File: config.mk
export PLATFORM = sky130hd
export DESIGN_NAME = cdb_broadcaster
export DESIGN_NICKNAME = d
export VERILOG_FILES = /design/src/rtl/ooo_pkg.sv /design/src/rtl/cdb_src_fifo.sv /design/src/rtl/cdb_broadcaster.sv
export SDC_FILE = /design/constraint.sdc
export NUM_CORES = 1
export LEC_CHECK = 0
export CAP_MARGIN = 20
export CORE_ASPECT_RATIO = 1.2
export CORE_UTILIZATION = 53
export CTS_CLUSTER_SIZE = 12
export DETAILED_ROUTE_END_ITERATION = 6
export HOLD_SLACK_MARGIN = 0.1
export PLACE_DENSITY = 0.78
export RECOVER_POWER = 25
export SYNTH_ARGS = -nofsm -noshare
export SYNTH_HDL_FRONTEND = slang
export SYNTH_SLANG_ARGS = --single-unit
File: constraint.sdc
create_clock -name clk -period 5.95 [get_ports clk]
set_input_delay 0.8925 -clock clk [delete_from_list [all_inputs] [get_ports clk]]
set_output_delay 0.8925 -clock clk [all_outputs]
set_load 0.01 [all_outputs]
File: src/rtl/ooo_pkg.sv
// Shared out-of-order core definitions: CDB geometry and the lane record
// that the broadcaster drives and every CDB consumer snoops.
package ooo_pkg;

  localparam int ROB_IDX_W = 4;
  localparam int DATA_W    = 16;
  localparam int NUM_LANES = 4;

  typedef struct packed {
    logic                 valid;
    logic [ROB_IDX_W-1:0] rob_index;
    logic [DATA_W-1:0]    result;
  } cdb_lane_t;

endpackage

File: src/rtl/cdb_src_fifo.sv
// Small per-source result FIFO: push/pop/flush with registered count.
// ready_o depends only on the registered count, so a full FIFO never bypasses.
module cdb_src_fifo #(
  parameter int DEPTH = 2,
  parameter int W     = 20,
  localparam int CNT_W = $clog2(DEPTH + 1)
) (
  input  logic             clk,
  input  logic             rst,
  input  logic             flush_i,
  input  logic             push_i,
  input  logic             pop_i,
  input  logic [W-1:0]     wdata_i,
  output logic [W-1:0]     head_o,
  output logic [CNT_W-1:0] count_o,
  output logic             ready_o
);

  localparam int PTR_W = (DEPTH > 1) ? $clog2(DEPTH) : 1;

  logic [W-1:0]     mem_q [DEPTH];
  logic [PTR_W-1:0] rd_ptr_q, rd_ptr_d;
  logic [PTR_W-1:0] wr_ptr_q, wr_ptr_d;
  logic [CNT_W-1:0] count_q, count_d;
  logic             do_push, do_pop;

  function automatic logic [PTR_W-1:0] ptr_inc(input logic [PTR_W-1:0] p);
    return (p == PTR_W'(DEPTH - 1)) ? '0 : p + 1'b1;
  endfunction

  assign ready_o = (count_q != CNT_W'(DEPTH));
  assign count_o = count_q;
  assign head_o  = mem_q[rd_ptr_q];
  assign do_push = push_i & ready_o & ~flush_i;
  assign do_pop  = pop_i & (count_q != '0) & ~flush_i;

  always_comb begin
    rd_ptr_d = rd_ptr_q;
    wr_ptr_d = wr_ptr_q;
    count_d  = count_q;
    if (do_push) wr_ptr_d = ptr_inc(wr_ptr_q);
    if (do_pop)  rd_ptr_d = ptr_inc(rd_ptr_q);
    case ({do_push, do_pop})
      2'b10:   count_d = count_q + 1'b1;
      2'b01:   count_d = count_q - 1'b1;
      default: count_d = count_q;
    endcase
  end

  always_ff @(posedge clk) begin
    if (rst || flush_i) begin
      rd_ptr_q <= '0;
      wr_ptr_q <= '0;
      count_q  <= '0;
    end else begin
      rd_ptr_q <= rd_ptr_d;
      wr_ptr_q <= wr_ptr_d;
      count_q  <= count_d;
    end
  end

  // Storage carries no reset; count and pointers define which entries are live.
  always_ff @(posedge clk) begin
    if (do_push && !rst) mem_q[wr_ptr_q] <= wdata_i;
  end

endmodule

File: src/rtl/cdb_broadcaster.sv
// CDB transmit side: per-source result FIFOs feeding a round-robin grant
// of up to NUM_LANES sources per cycle onto registered broadcast lanes.
module cdb_broadcaster #(
  parameter int NUM_SRC    = 6,
  parameter int NUM_LANES  = ooo_pkg::NUM_LANES,
  parameter int ROB_IDX_W  = ooo_pkg::ROB_IDX_W,
  parameter int DATA_W     = ooo_pkg::DATA_W,
  parameter int FIFO_DEPTH = 2
) (
  input  logic                           clk,
  input  logic                           rst,
  input  logic                           flush,
  input  logic [NUM_SRC-1:0]             fu_valid,
  output logic [NUM_SRC-1:0]             fu_ready,
  input  logic [NUM_SRC*ROB_IDX_W-1:0]   fu_rob_index,
  input  logic [NUM_SRC*DATA_W-1:0]      fu_result,
  output logic                           cdb_valid     [0:NUM_LANES-1],
  output logic [ROB_IDX_W-1:0]           cdb_rob_index [0:NUM_LANES-1],
  output logic [DATA_W-1:0]              cdb_result    [0:NUM_LANES-1]
);

  import ooo_pkg::*;

  localparam int ENT_W  = ROB_IDX_W + DATA_W;
  localparam int SRC_W  = (NUM_SRC > 1) ? $clog2(NUM_SRC) : 1;
  localparam int LANE_W = (NUM_LANES > 1) ? $clog2(NUM_LANES) : 1;
  localparam int CNT_W  = $clog2(FIFO_DEPTH + 1);

  logic [ENT_W-1:0]   head  [NUM_SRC];
  logic [CNT_W-1:0]   count [NUM_SRC];
  logic [NUM_SRC-1:0] nonempty;
  logic [NUM_SRC-1:0] pop;
  cdb_lane_t          lane_q [NUM_LANES];
  cdb_lane_t          lane_d [NUM_LANES];
  logic [SRC_W-1:0]   rr_q, rr_d;

  for (genvar gi = 0; gi < NUM_SRC; gi++) begin : g_src
    cdb_src_fifo #(
      .DEPTH (FIFO_DEPTH),
      .W     (ENT_W)
    ) u_fifo (
      .clk     (clk),
      .rst     (rst),
      .flush_i (flush),
      .push_i  (fu_valid[gi]),
      .pop_i   (pop[gi]),
      .wdata_i ({fu_rob_index[gi*ROB_IDX_W +: ROB_IDX_W], fu_result[gi*DATA_W +: DATA_W]}),
      .head_o  (head[gi]),
      .count_o (count[gi]),
      .ready_o (fu_ready[gi])
    );
    assign nonempty[gi] = (count[gi] != '0);
  end

  // Scan from rr; the k-th non-empty source lands on lane k. Data of idle lanes holds.
  always_comb begin
    int n;
    int idx;
    n    = 0;
    idx  = 0;
    pop  = '0;
    rr_d = rr_q;
    for (int l = 0; l < NUM_LANES; l++) begin
      lane_d[l]       = lane_q[l];
      lane_d[l].valid = 1'b0;
    end
    for (int i = 0; i < NUM_SRC; i++) begin
      idx = int'(rr_q) + i;
      if (idx >= NUM_SRC) idx = idx - NUM_SRC;
      if (nonempty[idx[SRC_W-1:0]] && n < NUM_LANES) begin
        pop[idx[SRC_W-1:0]]              = 1'b1;
        lane_d[n[LANE_W-1:0]].valid      = 1'b1;
        lane_d[n[LANE_W-1:0]].rob_index  = head[idx[SRC_W-1:0]][ENT_W-1:DATA_W];
        lane_d[n[LANE_W-1:0]].result     = head[idx[SRC_W-1:0]][DATA_W-1:0];
        rr_d = (idx == NUM_SRC - 1) ? '0 : SRC_W'(idx + 1);
        n    = n + 1;
      end
    end
  end

  always_ff @(posedge clk) begin
    if (rst) begin
      rr_q <= '0;
      for (int l = 0; l < NUM_LANES; l++) lane_q[l] <= '0;
    end else if (flush) begin
      rr_q <= '0;
      for (int l = 0; l < NUM_LANES; l++) lane_q[l].valid <= 1'b0;
    end else begin
      rr_q <= rr_d;
      for (int l = 0; l < NUM_LANES; l++) lane_q[l] <= lane_d[l];
    end
  end

  for (genvar gi = 0; gi < NUM_LANES; gi++) begin : g_lane
    assign cdb_valid[gi]     = lane_q[gi].valid;
    assign cdb_rob_index[gi] = lane_q[gi].rob_index;
    assign cdb_result[gi]    = lane_q[gi].result;
  end

endmodule

==> impl_metrics.json <==
{
  "status": "complete, no violations",
  "globalRouteOverflowTotal": 0,
  "cellLeakagePower_uw": 0.00960,
  "drt_first_pass_iters": 6,
  "fp.dieArea_um2": 44100,
  "rsz0062_at_grt": "no",
  "cts_tree": "built",
  "ir_drop_uv": 373,
  "critPathKind": "register to register",
  "final_antenna_net_count": 0,
  "synth.area.top_cells": "edfxtp_1 (42%), a21oi_1 (7.1%), mux2i_1 (6.5%), mux2_2 (4.7%), nand2_1 (3.8%)",
  "port_buffers": 218,
  "hold_depth": 2,
  "clk_path_buf_depth": 3,
  "relSlewSlack_pct": 27.0,
  "vias": 21362,
  "drv_slew": 0,
  "tightestPinTransition_ns": 1.08,
  "worst-endpoint-arrival_ns": 6.18,
  "track_usage_pct": 39.0,
  "synth_cells": 2401,
  "hold_viol_final": 0,
  "ys_types": 80,
  "gp_congestion": 0.984,
  "yosys.cell_count.top_type": "a21oi_1",
  "clock-sinks": 357,
  "cts_root_buffer": "clkbuf_16",
  "drt_wl_total_um": 87400,
  "clk_latency_ns": 0.59,
  "wl_per_cell_um": 28.0,
  "antenna_found_initial": 1,
  "stdcell_area_um2": 27000,
  "worstRegToRegCells": 22,
  "total_power_uw": 13200,
  "grt_max_degree": 91,
  "drv_cap": 0,
  "setup_tns_ns": 0,
  "synth_area_leader_cell": "edfxtp_1",
  "start_kind": "register",
  "synth_ff_type": "edfxtp_1",
  "drive_gt1_share_pct": 12.5,
  "core_area_um2": 42700,
  "fin_skew_ns": 0.0405,
  "netlist_top_cells_count": "a21oi_1 (327), edfxtp_1 (323), nand2_1 (229)",
  "yosys_register_bits": 357,
  "rows": 83,
  "diodes": 0,
  "netlist_area_um2": 22900,
  "dpl.hpwl_um": 65100,
  "area_growth_pct": 18.0,
  "chipHeight_um": 230,
  "synth_edf_count": 323,
  "viasPerCell": 6.83,
  "period_needed_ns": 5.68,
  "timing.fmax_mhz": 176,
  "ios": 219,
  "grt_pass1_wl_um": 127000,
  "grt_pass1_vias": 19785,
  "cts_max_level": 2,
  "fin_crit_sh_pct": 95.4,
  "drcViolationCount": 0,
  "final_nets": 2727,
  "power_density_nw_per_um2": 490,
  "avgSynthCellArea_um2": 9.54,
  "clkTransAtPathRegs_ns": 0.07,
  "synthArstFlopShare_pct": 0,
  "initial_core_util_pct": 53.7,
  "setup_viol": 0,
  "crit_path_end_kind": "register",
  "finalNonFillerCells": 3127,
  "whs_ns": 0.490,
  "cts_made_buffers": 38,
  "synth_top_area_share_pct": 42.3,
  "drt_iter0_markers": 3557,
  "dieWidth_um": 192,
  "hp-class": "register to register",
  "placed_cells": 3060,
  "dpl_cell_area_um2": 25800,
  "cp_data_required_time_ns": 6.45,
  "crit_fanout": 11,
  "yosysSeqAreaShare_pct": 45.3,
  "yosys_warnings": 0
}
==> worst max-delay path: stages (launching register included) <==
cell and delay (ns):
dfxtp_2 0.42, inv_1 0.19, ha_1 0.37, ha_1 0.22
inv_1 0.05, ha_1 0.27, o21ai_2 0.12, xnor2_2 0.15
buf_4 0.19, a21oi_4 0.26, nor2_1 0.09, xnor3_2 0.39
ha_1 0.32, nor2_1 0.19, a21oi_1 0.11, ha_1 0.24
o21ai_1 0.24, and2_4 0.25, a31oi_2 0.18, a2111oi_4 0.47
ha_1 0.33, or3_1 0.37, a21oi_1 0.15
==> timing repair <==
item | in CTS | in global routing
gates resized for setup | 0 | 12
setup endpoints to repair | 0 | 66
hold buffers | 0 | 0
setup buffers | 0 | 2
==> area by class of cell <==
cell class              count  area (um^2)
fillers                  3405        15700
multi-input cells        1798        11700
flip-flops and latches    357        10400
repair buffers            312         2920
clock buffers              55         1030
well taps                 552          691
inverters                  46          178
clock inverters             7          131
==> final timing paths <==
| path | to | slack (ns) | start |
|---|---|---|---|
| max | g_src[4].u_fifo.count_o[1] | 0.27 | rr_q[1] |
| min | g_src[1].u_fifo.rd_ptr_q | 0.49 | g_src[1].u_fifo.rd_ptr_q |
| max reg2reg | g_src[4].u_fifo.count_o[1] | 0.27 | rr_q[1] |
| min reg2reg | g_src[1].u_fifo.rd_ptr_q | 0.49 | g_src[1].u_fifo.rd_ptr_q |
==> logic make-up (layout without fill, tap and decap cells) <==
group	Yosys count	count (layout)	share of synthesized area, %
xor gates and xnor gates	34	34	1.51
muxes	245	245	11.3
buffers and inverters	249	420	4.42
adders and majority gates	45	45	2.49
DFF	357	357	45.3
AOI/OAI and AO/OA	803	803	22.1
and+or+nand+nor	667	667	12.9
other	1	4	0.0164
==> layer usage <==
layer  track usage (%)  share of wire, %  up-vias
li1                  -                 -     9291
met1              54.4                40    10307
met2              59.7                44     1580
met3              7.71                11      184
met4              14.8               4.0        0
met5                 0                 0        -
==> sequential cells by signal (all words and copies together) (netlist names), named ones only <==
signal                 cells
g_src.u_fifo.count_o      12
g_src.u_fifo.mem_q       240
g_src.u_fifo.rd_ptr_q      6
g_src.u_fifo.wr_ptr_q      6
lane_q                    84
rr_q                       3
==> stage by stage <==
stage / setup WS [ns] / util, %
after CTS: 0.164 / 63.1
final: 0.274 / 63.3
after detailed placement: 0.215 / 60.4
after global routing: 0.000500 / 63.3
after floorplan: 0.0402 / -
after global placement: 0.314 / 60.4
==> power by group <==
group / switching [uW] / internal (uW) / leakage [uW] / total, uW
registers: 203 / 3080 / 0.00337 / 3280
logic: 5150 / 2480 / 0.00567 / 7630
clock network: 1020 / 1300 / 0.000560 / 2320
total: 6380 / 6860 / 0.00960 / 13200
==> placed cells by master, fill, tap and decap left out, types with 8 or more instances in the layout <==
cell type,instances
a21oi_1,325
edfxtp_1,323
nand2_1,228
nor2_1,204
mux2i_1,148
o21ai_0,139
clkdlybuf4s50_1,122
mux2_2,96
dlygate4sd3_1,96
buf_4,90
nor3_1,66
a31oi_1,54
a211oi_1,53
nand3_1,52
o22ai_1,48
ha_1,44
inv_1,39
clkbuf_16,38
and2_1,32
dfxtp_1,32
o221ai_1,25
a221oi_1,22
nor2b_1,19
xnor2_1,19
a22o_1,18
o31a_1,17
nor3_2,15
clkbuf_1,15
or2_2,12
a21o_1,10
or3_1,10
o22a_1,10
a221oi_2,10
nand2b_1,8
xor2_1,8
Power figures use the tool's default switching activity.
